[src/rtl/sync_fifo_ctrl.sv]
// Single-clock FIFO with integrated storage, registered full/empty/threshold
// flags, fill level and sticky overflow/underflow capture.
module sync_fifo_ctrl #(
  parameter int DATA_WIDTH   = 8,
  parameter int ADDRESS_SIZE = 4,
  parameter int AF_LEVEL     = 14,
  parameter int AE_LEVEL     = 2
) (
  input  logic                    clk,
  input  logic                    rst,
  input  logic                    w_en,
  input  logic [DATA_WIDTH-1:0]   w_data,
  input  logic                    r_en,
  output logic [DATA_WIDTH-1:0]   r_data,
  output logic                    r_valid,
  output logic                    w_full,
  output logic                    r_empty,
  output logic                    almost_full,
  output logic                    almost_empty,
  output logic [ADDRESS_SIZE:0]   level,
  output logic                    overflow,
  output logic                    underflow,
  input  logic                    clr_err
);

  localparam int DEPTH = 1 << ADDRESS_SIZE;
  localparam int PTR_W = ADDRESS_SIZE + 1;
  localparam logic [PTR_W-1:0] AF_THR = PTR_W'(AF_LEVEL);
  localparam logic [PTR_W-1:0] AE_THR = PTR_W'(AE_LEVEL);

  logic [DATA_WIDTH-1:0] mem [DEPTH];

  // Pointers carry one extra wrap bit so full and empty are distinguishable.
  logic [PTR_W-1:0] w_ptr, r_ptr;
  logic [PTR_W-1:0] w_ptr_next, r_ptr_next, next_level;
  logic             wr_ok, rd_ok;
  logic             next_full, next_empty;

  // Accept decisions use only the registered flags, never the next-state ones.
  assign wr_ok = w_en & ~w_full;
  assign rd_ok = r_en & ~r_empty;

  always_comb begin
    w_ptr_next = w_ptr + PTR_W'(wr_ok);
    r_ptr_next = r_ptr + PTR_W'(rd_ok);
    next_level = w_ptr_next - r_ptr_next;
    next_full  = (w_ptr_next[ADDRESS_SIZE] != r_ptr_next[ADDRESS_SIZE]) &&
                 (w_ptr_next[ADDRESS_SIZE-1:0] == r_ptr_next[ADDRESS_SIZE-1:0]);
    next_empty = (w_ptr_next == r_ptr_next);
  end

  // NOTE: storage has no reset; a reset only moves the pointers, so stale
  // words are unreachable and the array can map onto plain RAM.
  always_ff @(posedge clk) begin
    if (!rst && wr_ok) begin
      mem[w_ptr[ADDRESS_SIZE-1:0]] <= w_data;
    end
  end

  // NOTE: all state below uses non-blocking assignment so every register
  // samples pre-edge values, independent of statement order.
  always_ff @(posedge clk) begin
    if (rst) begin
      w_ptr        <= '0;
      r_ptr        <= '0;
      level        <= '0;
      w_full       <= 1'b0;
      r_empty      <= 1'b1;
      almost_full  <= 1'b0;
      almost_empty <= 1'b1;
      r_valid      <= 1'b0;
      r_data       <= '0;
      overflow     <= 1'b0;
      underflow    <= 1'b0;
    end else begin
      w_ptr        <= w_ptr_next;
      r_ptr        <= r_ptr_next;
      level        <= next_level;
      w_full       <= next_full;
      r_empty      <= next_empty;
      almost_full  <= (next_level >= AF_THR);
      almost_empty <= (next_level <= AE_THR);
      r_valid      <= rd_ok;
      if (rd_ok) begin
        r_data <= mem[r_ptr[ADDRESS_SIZE-1:0]];
      end
      // A fresh error event outranks a simultaneous clear.
      overflow  <= (overflow  & ~clr_err) | (w_en & w_full);
      underflow <= (underflow & ~clr_err) | (r_en & r_empty);
    end
  end

endmodule

[config.mk]
export PLATFORM = sky130hd
export DESIGN_NAME = sync_fifo_ctrl
export DESIGN_NICKNAME = d
export VERILOG_FILES = /design/src/rtl/sync_fifo_ctrl.sv
export SDC_FILE = /design/constraint.sdc
export NUM_CORES = 1
export LEC_CHECK = 0
export BUFFER_PORTS_ARGS = -buffer_cell sky130_fd_sc_hd__buf_2
export CORE_UTILIZATION = 45
export DETAILED_ROUTE_END_ITERATION = 10
export HOLD_SLACK_MARGIN = 0.1
export PLACE_DENSITY = 0.61
export SLEW_MARGIN = 20
export SYNTH_ARGS = -nofsm -noshare
export SYNTH_HDL_FRONTEND = slang
export SYNTH_SLANG_ARGS = --single-unit
export TNS_END_PERCENT = 1
[constraint.sdc]
create_clock -name clk -period 3.5 [get_ports clk]
set_clock_uncertainty 0.05 [all_clocks]
set_input_delay 0.525 -clock clk [delete_from_list [all_inputs] [get_ports clk]]
set_output_delay 0.525 -clock clk [all_outputs]
set_load 0.005 [all_outputs]
==> flow_summary.yaml <==
run_status:
  outcome: "complete, no violations"
placed_design:
  io_buffer_count: 32
  dp_hpwl_um: 7560
  placed_cells: 554
  gp_congestion: 0.769
route:
  wirelength_um: 11900
  routed-via-count: 3116
  drtPass1Iterations: 4
  drt_iter0_markers: 307
  antenna_left: 0
  drc_errors: 0
  drt-vias-per-instance: 5.32
  drt-wirelength-per-cell_um: 20.4
floorplanning:
  rows: 42
  die_area_mm2: 0.0143
  initial_core_util_pct: 46.5
  die_h_um: 119
  core_area_mm2: 0.0133
  io_pins: 33
  dieWidth_um: 119
clock_tree:
  path_clk_slew_ns: 0.06
  numCtsBuffers: 17
  htreeDepth: 4
  cts-resized-gates: 0
  cts_setup_buffers: 0
  cts_tree: "built"
  clock_tree.root_cell: "clkbuf_16"
  cts_hold_buf: 0
  clockBufferDepth: 2
  clock_sinks: 158
  clk_latency_ns: 0.42
cells_and_area:
  final_cells: 586
  drive_gt1_share_pct: 27.8
  area_growth_pct: 15.5
  final_nets: 418
  final_util_pct: 53.7
  antenna_cells: 0
sta:
  slew_viol_final: 0
  worst_slew_pin_slew_ns: 0.912
  finalCritPeriodShare_pct: 71.1
  fin_crit_ns: 2.49
  rsz0062_at_grt: "false"
  tns_ns: 0
  slew_headroom_pct: 39.0
  setup_viol: 0
  fmax_ghz: 0.402
  final_hold_viol_count: 0
worst_setup_path:
  critPathBufInv: 1
  cpPeakStageDelay_ns: 0.36
  worstPathMaxFanout: 5
  slowest_stage: "ha_1"
  ff2ff_setup_slack_ns: 1.01
  worstSetupStartpointType: "flop"
  timing.rr.start: "r_empty"
  reg2reg_to: "almost_full"
  critPathCaptureType: "flop"
  crit_family: "adder cells"
  reg2reg_depth: 11
  worstPathRequired_ns: 3.74
  arrival_ns: 2.73
  cp_common_cell: "ha_1"
  worstSetupPathType: "reg2reg"
  crit_chain: "nand2b_1 > inv_1 > ha_1 > ha_1 > xnor2_1 > ha_1 > a21oi_1 > o21ai_0 > a21oi_1 > xor2_2 > o22ai_1"
yosys:
  synthFlopType: "edfxtp_1"
  synth_edf_count: 128
  synth_nets: 375
  synth_seq_cells: 158
  avgSynthCellArea_um2: 17.5
  synthTopCellsByArea: "edfxtp_1 62%, mux4_2 12%, dfxtp_1 9.7%, nor2_1 2.5%, a22oi_1 2.2%"
  synth.most_common_cell: "edfxtp_1"
  synth.top_cell.area_share_pct: 61.9
  async_reset_ff_share_pct: 0
  synth_common_cells: "128 x edfxtp_1, 42 x nor2_1, 32 x mux4_2"
  synth_cells: 354
  yosysWarnings: 0
  synth-seq-area-share_pct: 71.6
  ys_types: 36
  yosysTopAreaCell: "edfxtp_1"
  syn_area_mm2: 0.00621
worst_hold_path:
  whs_endpoint: "underflow"
  hold_path_depth: 3
  hp-class: "in2reg"
  holdCritStartpoint: "r_en"
power:
  pwr-share-comb_pct: 9.1
  p_clk_share_pct: 43.8
  seq_power_share_pct: 47.1
  vdd_ir_drop_max_uv: 390
  leakage_nw: 2.46
  internal_power_mw: 3.52
  power.density_mw_per_mm2: 622
  switching_share_pct: 21.1
  p_sw_uw: 940
global_route:
  grt_usage_pct: 18.5
  antenna_found_initial: 0
  grt_pass1_vias: 3192
  grt_pass1_wl_um: 18700
  grt_max_degree: 34
  grt-ovfl-total: 0
flow_run:
  cap_violations: 0
[registers in the layout, indices dropped and copies added, names as in the netlist, 5 cells and up]
| signal | cells |
|---|---|
| w_ptr | 5 |
| r_ptr | 5 |
| mem | 128 |
| r_data | 8 |
| level | 5 |
[worst min-delay path: cells and delay by family]
kind	cells	cell delay (ns)
AND/OR/NAND/NOR	1	0.08
AO/OA/AOI/OAI	1	0.06
buffers and inverters	1	0.09
[routing by layer]
layer	wire length [µm]	vias up	track usage [%]
met2	5800	87	28.6
met3	700	17	4.31
met1	5190	1562	25.0
met4	253	0	8.59
li1	-	1450	-
met5	0	-	0
[power groups by stage]
stage	Sequential [mW]	Combinational, mW	Clock [mW]
2_1_floorplan	2.14	0.288	0
3_3_place_gp	2.14	0.405	0
3_5_place_dp	2.14	0.412	0
4_1_cts	2.10	0.413	1.98
5_1_grt	2.10	0.450	2.05
6_report	2.10	0.404	1.95
[final cells by class]
class / instances / area, µm²
repair buffers: 42 / 235
inverters: 8 / 30.0
clock buffers: 18 / 429
fillers: 1086 / 6180
flip-flops and latches: 158 / 4450
well taps: 176 / 220
multi-input cells: 170 / 1610
clock inverters: 14 / 198
[through the flow]
stage               hold WS (ns)  cell area, µm²  setup slack (ns)  power, mW
floorplan                  0.429            6210             0.651       2.43
global placement           0.410            6550             0.859       2.54
finish                     0.317            7170              1.01       4.46
CTS                        0.310            7170              1.02       4.50
global route               0.347            7170             0.812       4.61
detailed placement         0.428            6550             0.769       2.55
[cell families after synthesis]
group | count (synthesis) | share of synthesized area [%]
AOI/OAI and AO/OA | 44 | 4.49
xor gates and xnor gates | 16 | 2.98
adders and majority gates | 8 | 1.61
buffers and inverters | 26 | 2.42
DFF | 158 | 71.6
muxes | 32 | 11.6
and+or+nand+nor | 70 | 5.30
[worst max path at each step]
stage	slack, ns	depth (start not counted)	startpoint	endpoint
floorplan	0.65	13	r_en	almost_full
global placement	0.86	12	r_en	almost_full
detailed placement	0.77	11	w_en	almost_full
CTS	1.02	11	r_empty	almost_full
global route	0.81	11	r_empty	almost_full
finish	1.01	11	r_empty	almost_full
[layout by cell type (no fill, tap or decap), drive strengths merged, types with 2 or more instances in the layout]
master    synthesis  layout
clkinv            0       6
a21oi            19      19
mux4             32      32
inv               8       8
o21ai             3       3
nand2b            5       5
bufinv            0       5
edfxtp          128     128
nor3              4       4
ha                8       8
clkinvlp          0       3
and2b             2       2
nand3             4       4
dfxtp            30      30
clkbuf            4      18
xor2              8       8
xnor2             8       8
buf              14      42
nor2             42      42
nand2             6       6
nor2b             3       3
a22oi            18      18
No activity file was read; power rests on OpenSTA's default activity.
